[config.mk]
export PLATFORM = sky130hd
export DESIGN_NAME = muldiv_unit
export DESIGN_NICKNAME = d
export VERILOG_FILES = /design/src/rtl/muldiv_unit_pkg.sv /design/src/rtl/muldiv_unit_datapath.sv /design/src/rtl/muldiv_unit.sv
export SDC_FILE = /design/constraint.sdc
export NUM_CORES = 1
export LEC_CHECK = 0
export ABC_AREA = 1
export BUFFER_PORTS_ARGS = -buffer_cell sky130_fd_sc_hd__buf_2
export CAP_MARGIN = 20
export CORE_MARGIN = 2
export CORE_UTILIZATION = 30
export DETAILED_ROUTE_END_ITERATION = 8
export PLACE_DENSITY = 0.45
export SLEW_MARGIN = 40
export SYNTH_ARGS = -nofsm -noshare
export SYNTH_HDL_FRONTEND = slang
export SYNTH_SLANG_ARGS = --single-unit
[constraint.sdc]
create_clock -name clk -period 7.6 [get_ports clk]
set_input_delay 0.76 -clock clk [delete_from_list [all_inputs] [get_ports clk]]
set_output_delay 0.76 -clock clk [all_outputs]
set_load 0.02 [all_outputs]
[src/rtl/muldiv_unit_pkg.sv]
// Shared constants for the M-extension multiply/divide unit: funct codes and FSM states.
// Latency: none, declarations only.
// Backpressure: none, declarations only.
package muldiv_unit_pkg;

  // funct7 value that selects the M extension in an R-type instruction
  localparam logic [6:0] mext_funct7 = 7'h01;

  // funct3 encodings of the eight M-extension operations
  localparam logic [2:0] mul_func    = 3'b000;
  localparam logic [2:0] mulh_func   = 3'b001;
  localparam logic [2:0] mulhsu_func = 3'b010;
  localparam logic [2:0] mulhu_func  = 3'b011;
  localparam logic [2:0] div_func    = 3'b100;
  localparam logic [2:0] divu_func   = 3'b101;
  localparam logic [2:0] rem_func    = 3'b110;
  localparam logic [2:0] remu_func   = 3'b111;

  typedef enum logic [1:0] {
    IDLE = 2'd0,
    CALC = 2'd1,
    FIX  = 2'd2,
    DONE = 2'd3
  } muldiv_state;

endpackage

[src/rtl/muldiv_unit_datapath.sv]
// Radix-2 iteration engine: shift-add multiply or restoring divide on unsigned magnitudes.
// Latency: one iteration per step cycle, DATA_W steps produce the full result in {hi, lo}.
// Backpressure: none; the controlling FSM decides when to load and step.
module muldiv_datapath #(
  parameter int DATA_W = 32,
  parameter int CNT_W  = $clog2(DATA_W) + 1
) (
  input  logic              clk,
  input  logic              rst,
  input  logic              load,
  input  logic              step,
  input  logic              is_div,
  input  logic [DATA_W-1:0] a_mag,
  input  logic [DATA_W-1:0] b_mag,
  output logic [DATA_W-1:0] hi,
  output logic [DATA_W-1:0] lo,
  output logic              last
);

  // hi holds the partial product / partial remainder, lo the multiplier / quotient bits
  logic [DATA_W-1:0] divisor;
  logic              div_mode;
  logic [CNT_W-1:0]  cnt;
  logic [DATA_W:0]   base;
  logic [DATA_W:0]   operand;
  logic [DATA_W:0]   sum;
  logic [DATA_W-1:0] hi_nxt;
  logic [DATA_W-1:0] lo_nxt;

  // One shared adder: subtract the divisor when dividing, add the multiplicand when multiplying
  always_comb begin
    base    = div_mode ? {hi, lo[DATA_W-1]} : {1'b0, hi};
    operand = '0;
    if (div_mode) begin
      operand = ~{1'b0, divisor};
    end else if (lo[0]) begin
      operand = {1'b0, divisor};
    end
    sum = base + operand + {{DATA_W{1'b0}}, div_mode};
    if (div_mode) begin
      // A set top bit means the trial subtraction went negative: restore and shift in 0
      if (sum[DATA_W]) begin
        hi_nxt = base[DATA_W-1:0];
        lo_nxt = {lo[DATA_W-2:0], 1'b0};
      end else begin
        hi_nxt = sum[DATA_W-1:0];
        lo_nxt = {lo[DATA_W-2:0], 1'b1};
      end
    end else begin
      hi_nxt = sum[DATA_W:1];
      lo_nxt = {sum[0], lo[DATA_W-1:1]};
    end
  end

  // Operand load on acceptance, then one iteration per step with the iteration count
  always_ff @(posedge clk) begin
    if (rst) begin
      hi       <= '0;
      lo       <= '0;
      divisor  <= '0;
      div_mode <= 1'b0;
      cnt      <= '0;
    end else if (load) begin
      hi       <= '0;
      lo       <= a_mag;
      divisor  <= b_mag;
      div_mode <= is_div;
      cnt      <= '0;
    end else if (step) begin
      hi  <= hi_nxt;
      lo  <= lo_nxt;
      cnt <= cnt + CNT_W'(1);
    end
  end

  assign last = (cnt == CNT_W'(DATA_W - 1));

endmodule

[src/rtl/muldiv_unit.sv]
// Iterative RISC-V M-extension multiply/divide unit with sign handling and fast paths.
// Latency: done_o at T+DATA_W+2 after acceptance; divide-by-zero and signed overflow at T+1.
// Backpressure: ready_o only in IDLE/DONE; start_i outside ready_o, or with flush_i, is dropped.
module muldiv_unit
  import muldiv_unit_pkg::*;
#(
  parameter int DATA_W = 32,
  parameter int CNT_W  = $clog2(DATA_W) + 1
) (
  input  logic              clk,
  input  logic              rst,
  input  logic              start_i,
  input  logic [2:0]        funct_i,
  input  logic [DATA_W-1:0] op_a_i,
  input  logic [DATA_W-1:0] op_b_i,
  input  logic              flush_i,
  output logic              ready_o,
  output logic              busy_o,
  output logic              done_o,
  output logic [DATA_W-1:0] result_o
);

  localparam logic [DATA_W-1:0] min_neg = {1'b1, {(DATA_W-1){1'b0}}};

  muldiv_state         state, state_nxt;
  logic [2:0]          funct_q;
  logic                neg_a_q, neg_res_q;
  logic                accept;
  logic                a_signed, b_signed, is_div;
  logic                neg_a, neg_b;
  logic                div_zero, div_ovf, fast;
  logic [DATA_W-1:0]   a_mag, b_mag;
  logic [DATA_W-1:0]   fast_res, fix_res;
  logic [DATA_W-1:0]   hi, lo;
  logic                last;
  logic [2*DATA_W-1:0] prod_s;

  assign ready_o = (state == IDLE) || (state == DONE);
  assign accept  = start_i && ready_o && !flush_i && !rst;

  // Decode signedness of the incoming request and spot the single-cycle divide cases
  always_comb begin
    a_signed = 1'b1;
    b_signed = 1'b1;
    is_div   = 1'b0;
    case (funct_i)
      mulhsu_func: b_signed = 1'b0;
      mulhu_func: begin
        a_signed = 1'b0;
        b_signed = 1'b0;
      end
      div_func, rem_func: is_div = 1'b1;
      divu_func, remu_func: begin
        is_div   = 1'b1;
        a_signed = 1'b0;
        b_signed = 1'b0;
      end
      default: ;  // mul, mulh and anything unresolved behave as signed multiply
    endcase
    neg_a    = a_signed && op_a_i[DATA_W-1];
    neg_b    = b_signed && op_b_i[DATA_W-1];
    a_mag    = neg_a ? -op_a_i : op_a_i;
    b_mag    = neg_b ? -op_b_i : op_b_i;
    div_zero = is_div && (op_b_i == '0);
    div_ovf  = is_div && a_signed && (op_a_i == min_neg) && (op_b_i == '1);
    fast     = div_zero || div_ovf;
    // funct_i[1] separates rem/remu from div/divu
    if (div_zero) begin
      fast_res = funct_i[1] ? op_a_i : '1;
    end else begin
      fast_res = funct_i[1] ? '0 : op_a_i;
    end
  end

  // Sign correction of the magnitude result, selected by the latched operation
  always_comb begin
    prod_s = neg_res_q ? -{hi, lo} : {hi, lo};
    case (funct_q)
      mulh_func, mulhsu_func, mulhu_func: fix_res = prod_s[2*DATA_W-1:DATA_W];
      div_func, divu_func:                fix_res = neg_res_q ? -lo : lo;
      rem_func, remu_func:                fix_res = neg_a_q ? -hi : hi;
      default:                            fix_res = prod_s[DATA_W-1:0];
    endcase
  end

  // Next-state and status outputs; flush abandons any in-flight work without a done pulse
  always_comb begin
    state_nxt = state;
    busy_o    = accept;
    done_o    = 1'b0;
    case (state)
      IDLE: begin
        if (accept) state_nxt = fast ? DONE : CALC;
      end
      CALC: begin
        busy_o = 1'b1;
        if (flush_i)   state_nxt = IDLE;
        else if (last) state_nxt = FIX;
      end
      FIX: begin
        busy_o    = 1'b1;
        state_nxt = flush_i ? IDLE : DONE;
      end
      DONE: begin
        done_o = 1'b1;
        if (accept) state_nxt = fast ? DONE : CALC;
        else        state_nxt = IDLE;
      end
      default: state_nxt = IDLE;
    endcase
  end

  // State register and request latch of operation and operand signs
  always_ff @(posedge clk) begin
    if (rst) begin
      state     <= IDLE;
      funct_q   <= mul_func;
      neg_a_q   <= 1'b0;
      neg_res_q <= 1'b0;
    end else begin
      state <= state_nxt;
      if (accept) begin
        funct_q   <= funct_i;
        neg_a_q   <= neg_a;
        neg_res_q <= neg_a ^ neg_b;
      end
    end
  end

  // Result register: written by the fast path or at the end of FIX, otherwise held
  always_ff @(posedge clk) begin
    if (rst) begin
      result_o <= '0;
    end else if (accept && fast) begin
      result_o <= fast_res;
    end else if ((state == FIX) && !flush_i) begin
      result_o <= fix_res;
    end
  end

  muldiv_datapath #(
    .DATA_W(DATA_W),
    .CNT_W (CNT_W)
  ) u_datapath (
    .clk   (clk),
    .rst   (rst),
    .load  (accept),
    .step  (state == CALC),
    .is_div(is_div),
    .a_mag (a_mag),
    .b_mag (b_mag),
    .hi    (hi),
    .lo    (lo),
    .last  (last)
  );

endmodule

# Yosys cells after proc, flatten, opt, wreduce, memory -nomap -nowiden
# Index checks and enable logic that the tools add are counted.
# word_totals
reg_bits	142
input_bits	71
output_inout_bits	35
word_cells	101
# op_classes
addsub	8
eq_ne	21
muxes	32
n_bitwise	2
reduce_logical	28
# ops
cell	count
32-bit two-way mux	15
32-bit negation	4
32-bit case mux with 3 select lines	1
33-bit two-way mux	2
32-bit == test, second input constant	2
64-bit two-way mux	1
64-bit negation	1
33-bit by 1-bit adder with 33-bit output	1
33-bit adder	1
32-bit inverter with 33-bit output	1
32-bit logical NOT	1
3-bit == test, second input constant	8
3-bit by 2-bit == test with 1-bit output, second input constant	4
2-bit two-way mux	6
1-bit logical AND	11
2-bit case mux with 4 select lines	1
2-bit OR reduction	4
4-bit OR reduction	2
6-bit by 1-bit adder with 6-bit output, second input constant	1
6-bit by 5-bit == test with 1-bit output, second input constant	1
1-bit two-way mux	6
3-bit OR reduction	2
2-bit == test, second input constant	2
2-bit nonzero test	2
9 further kinds	11

# Logic depth before layout (Yosys ltp)
# depth
ltp_word	10
mapped_depth	24
depth_no_buf	21

# Cells and area by module
# A second synthesis with hierarchy kept.
# hier_totals
cells_unflattened	3013
area_unflattened_um2	16602.2
# modules_own_cells
module	instances	cells_each	area_per_inst_um2	seq_area_each_um2
muldiv_datapath	1	1425	8552.0	2062.0
muldiv_unit	1	1588	8050.2	780.7

# Worst setup path before layout
# No wires, ideal clock.
# synth_timing
path_kind	register to register
start	register u_datapath.div_mode
end	register u_datapath.hi[13]
setup_time_ns	0.117
t_arrival_ns	2.987
required_ns	7.483
path_slack_ns	4.496
path_stages_with_launch	22
n_path_buf	5
synth_period_minus_slack_ns	3.104
cell_sequence	dfxtp_1 > clkbuf_1 > buf_2 > clkbuf_1 > buf_1 > nor2_1 > a21oi_1 > ha_1 > nand2_1 > inv_1 > nand2_1 > and2_1 > nand2_1 > a21oi_1 > nand2_1 > nand2_2 > nand2_4 > nand2_4 > buf_4 > nand2_1 > a21oi_1 > nor2_1
# synth_between
elab_chain_cells	5
word_cells_on_any_way	6
classes_between	2 x add/sub; 4 x mux
# synth_lines
item	line	text
from (decl)	muldiv_unit_datapath.sv:22	logic div_mode;
from (signal assigned)	muldiv_unit_datapath.sv:67	div_mode <= is_div;
33-bit two-way mux, on equally long branches	muldiv_unit_datapath.sv:32, muldiv_unit_datapath.sv:34	
33-bit adder	muldiv_unit_datapath.sv:39	sum = base + operand + {{DATA_W{1'b0}}, div_mode};
33-bit by 1-bit adder with 33-bit output	muldiv_unit_datapath.sv:39	
32-bit two-way mux	muldiv_unit_datapath.sv:42	if (sum[DATA_W]) begin
32-bit two-way mux *	muldiv_unit_datapath.sv:40	if (div_mode) begin
to (signal assigned)	muldiv_unit_datapath.sv:70	hi <= hi_nxt;
to (decl)	muldiv_unit_datapath.sv:15	output logic [DATA_W-1:0] hi,
# Every way passes the cells marked *; elsewhere a longest branch is shown, timed or not.
# A chain may end at the register's enable or synchronous reset.

# Worst setup path after layout
# layout_timing
start	register u_datapath.div_mode
end	register u_datapath.hi[3]
# The elaborated chain is that of the path after synthesis.

==> flow_metrics.tcl <==
set metrics [dict create \
    run_status "completed" \
    routabilityCongestion 0.989 \
    first_pass_iters 6 \
    arrival_ns 4.46 \
    wl_met1_um 35400 \
    hold_buffers 0 \
    layout-drive-gt1-share 0.0796 \
    synth_xor_area_frac 0.0383 \
    critPathMaxFanout 71 \
    top_layer_used "met4" \
    drv_cap 0 \
    cp_common_cell "nand2_1" \
    crit_cells 14 \
    vias_per_cell 5.25 \
    io_pins 106 \
    initial_utilization 0.303 \
    numCtsBuffers 17 \
    post-cts-setup-buffers 0 \
    diodes 0 \
    track_usage 0.273 \
    r2r_start "u_datapath.div_mode" \
    drc 0 \
    path_clk_slew_ns 0.06 \
    synth_cell_types 52 \
    cp-startpoint "u_datapath.div_mode" \
    ant_nets 0 \
    synth_top_area_frac 0.204 \
    cp-end-kind "flip-flop" \
    r2r-end "u_datapath.hi[3]" \
    crit_family "simple AND/OR/NAND/NOR gates" \
    skew_ns 0.0160 \
    portBuffers 105 \
    hpwl_um 59200 \
    ir_drop_mv 0.188 \
    met3_length_um 3860 \
    p_leak_uw 0.00857 \
    grt_remaining_overflow 0 \
    netlist_area_um2 15600 \
    fp.dieH_um 232 \
    tns_ns 0 \
    hp-class "flip-flop to flip-flop" \
    wl_met2_um 32100 \
    cp_cell_sequence "buf_4 > o21ai_0 > ha_1 > a21oi_1 > nand2_1 > nand2_1 > nand2_1 > a21oi_1 > nand3_1 > nand2_4 > nand2_4 > nand2_1 > o21ai_1 > a21oi_1" \
    syn_inst 2866 \
    slew_viol_final 0 \
    synth.cells.most_frequent "nand2_1, inv_1, nor2_1, o21ai_0, nand3_1" \
    muxShareOfSynthArea 0 \
    slowest_delay_ns 0.61 \
    antenna_found_initial 0 \
    wire_per_inst_um 20.5 \
    insertion_delay_ns 0.48 \
    grt_first_pass_wirelength_um 111000 \
    path_buf_inv 1 \
    nets 3005 \
    tritoncts "done" \
    synthToLayoutAreaGrowth_pct 10.2 \
    synth_nets 2981 \
    yosys.area_share.simple 0.426 \
    htreeDepth 4 \
    synth_top_family_by_area "simple AND/OR/NAND/NOR gates" \
    rsz0062_at_grt "no" \
    dieArea_um2 53700 \
    grt_pass1_vias 17500 \
    root_buffer "clkbuf_16" \
    final-hold-violation-count 0 \
    clkSinkCount 142 \
    rows 83 \
    fillers 5976 \
    cts_max_path_buffers 2 \
    relSlewSlack 0.474 \
    synth.avg_cell_area_um2 5.43 \
    cp-endpoint "u_datapath.hi[3]" \
    ff2ff_setup_slack_ns 3.54 \
    final-setup-viol-count 0 \
    yosys_warnings 0 \
    cts_resized 0 \
    fp.dieW_um 232 \
    synth_adder_area_share 0.0363 \
    synth_compound_area_frac 0.200 \
    synth_area_leader_cell "nand2_1" \
    crit_required_ns 8.01 \
    grt_max_degree 77 \
    fin_crit_ns 4.06 \
    wirelength_um 73500 \
    crit_slowest_cell "dfxtp_4" \
    synth_seq_area_share 0.183 \
    rr_worst_depth 14 \
    synth_ff_type "dfxtp_1" \
    synth_edf_count 0 \
    final_core_util 0.334 \
    drt-initial-drc-count 1939 \
    vias 18800 \
    start_kind "flip-flop" \
    fin_crit_sh 0.534 \
    synth_seq_cells 142 \
    fmax_mhz 247 \
    tightest_slew_ns 0.780 \
    yosysMostFrequentCell "nand2_1" \
    yosys-top-cells-area "nand2_1, dfxtp_1, o21ai_0" \
    cellPowerDensity_nw_per_um2 313 \
    async_reset_ff_frac 0 \
    critPathKind "flip-flop to flip-flop" \
    placeableCoreArea_um2 51300 \
]
-- flip-flops by register name, summed over array words and instances, names as in the netlist --
name	cells
u_datapath.div_mode	1
u_datapath.cnt	6
funct_q	3
u_datapath.hi	32
result_o	32
state	2
neg_res_q	1
neg_a_q	1
u_datapath.lo	32
u_datapath.divisor	32
-- worst min-delay path by stage --
| stage | from | endpoint | cells past startpoint |
|---|---|---|---|
| final | result_o[3] | result_o[3] | 2 |
| after floorplan | u_datapath.cnt[5] | u_datapath.cnt[5] | 2 |
| after CTS | result_o[3] | result_o[3] | 2 |
| after detailed placement | result_o[3] | result_o[3] | 2 |
| after global placement | result_o[9] | result_o[9] | 2 |
| after global routing | result_o[2] | result_o[2] | 2 |
-- kinds of logic after synthesis --
family / after synthesis
compound gates: 587
xor+xnor: 68
fa+ha+maj: 44
buf+inv: 464
flops: 142
simple gates: 1561
-- metal layers --
metal	vias up	global-route usage
li1	9341	-
met1	8768	0.397
met2	621	0.418
met3	90	0.0275
met4	0	0.0893
met5	-	0
-- area by class of cell --
| type | count | area [um^2] | area share |
|---|---|---|---|
| clock buffers | 19 | 443 | 0.0258 |
| clock inverters | 12 | 114 | 0.00664 |
| inverters | 347 | 1310 | 0.0761 |
| multi-input cells | 2260 | 10900 | 0.636 |
| flip-flops and latches | 142 | 2850 | 0.166 |
| well taps | 680 | 851 | 0.0496 |
| repair buffers | 122 | 676 | 0.0394 |
-- through the flow --
step / hold WS [ns] / cell area [um^2] / total power, uW / setup WS, ns / std cells
2_1_floorplan: 0.444 / 15600 / 3270 / 4.50 / 2866
3_3_place_gp: 0.458 / 16600 / 4470 / 3.55 / 3550
3_5_place_dp: 0.463 / 16600 / 4470 / 3.69 / 3550
4_1_cts: 0.473 / 17100 / 5320 / 3.66 / 3581
5_1_grt: 0.497 / 17100 / 5780 / 3.23 / 3582
6_report: 0.471 / 17100 / 5360 / 3.54 / 3582
-- cell usage in the layout, fill, tap and decap left out, types with 7 or more instances in the layout --
cell type / count
nand2_1: 845
nor2_1: 335
inv_1: 334
o21ai_0: 301
nand3_1: 245
a21oi_1: 205
dfxtp_1: 140
buf_2: 104
xor2_1: 57
ha_1: 41
nand4_1: 40
o21ai_1: 21
nor3_1: 21
nor2_2: 18
clkbuf_16: 17
buf_4: 17
nand3b_1: 13
xnor2_1: 11
inv_2: 8
a21oi_2: 8
a221oi_1: 8
nand2_2: 7
or2_2: 7
o21bai_1: 7
o211ai_1: 7
-- power by group --
part,switching (uW),total (uW),leakage (uW),internal [uW]
clock,371,828,0.000262,457
sequential,261,1190,0.00116,927
combinational,2440,3340,0.00715,903
total,3070,5360,0.00857,2290
-- tightest hold or removal path: cells and delay by family (launching register included) --
family / cells / cell delay, ns
AOI/OAI and AO/OA: 1 / 0.05
DFF: 1 / 0.31
and+or+nand+nor: 1 / 0.06
Power figures use the tool's default switching activity.
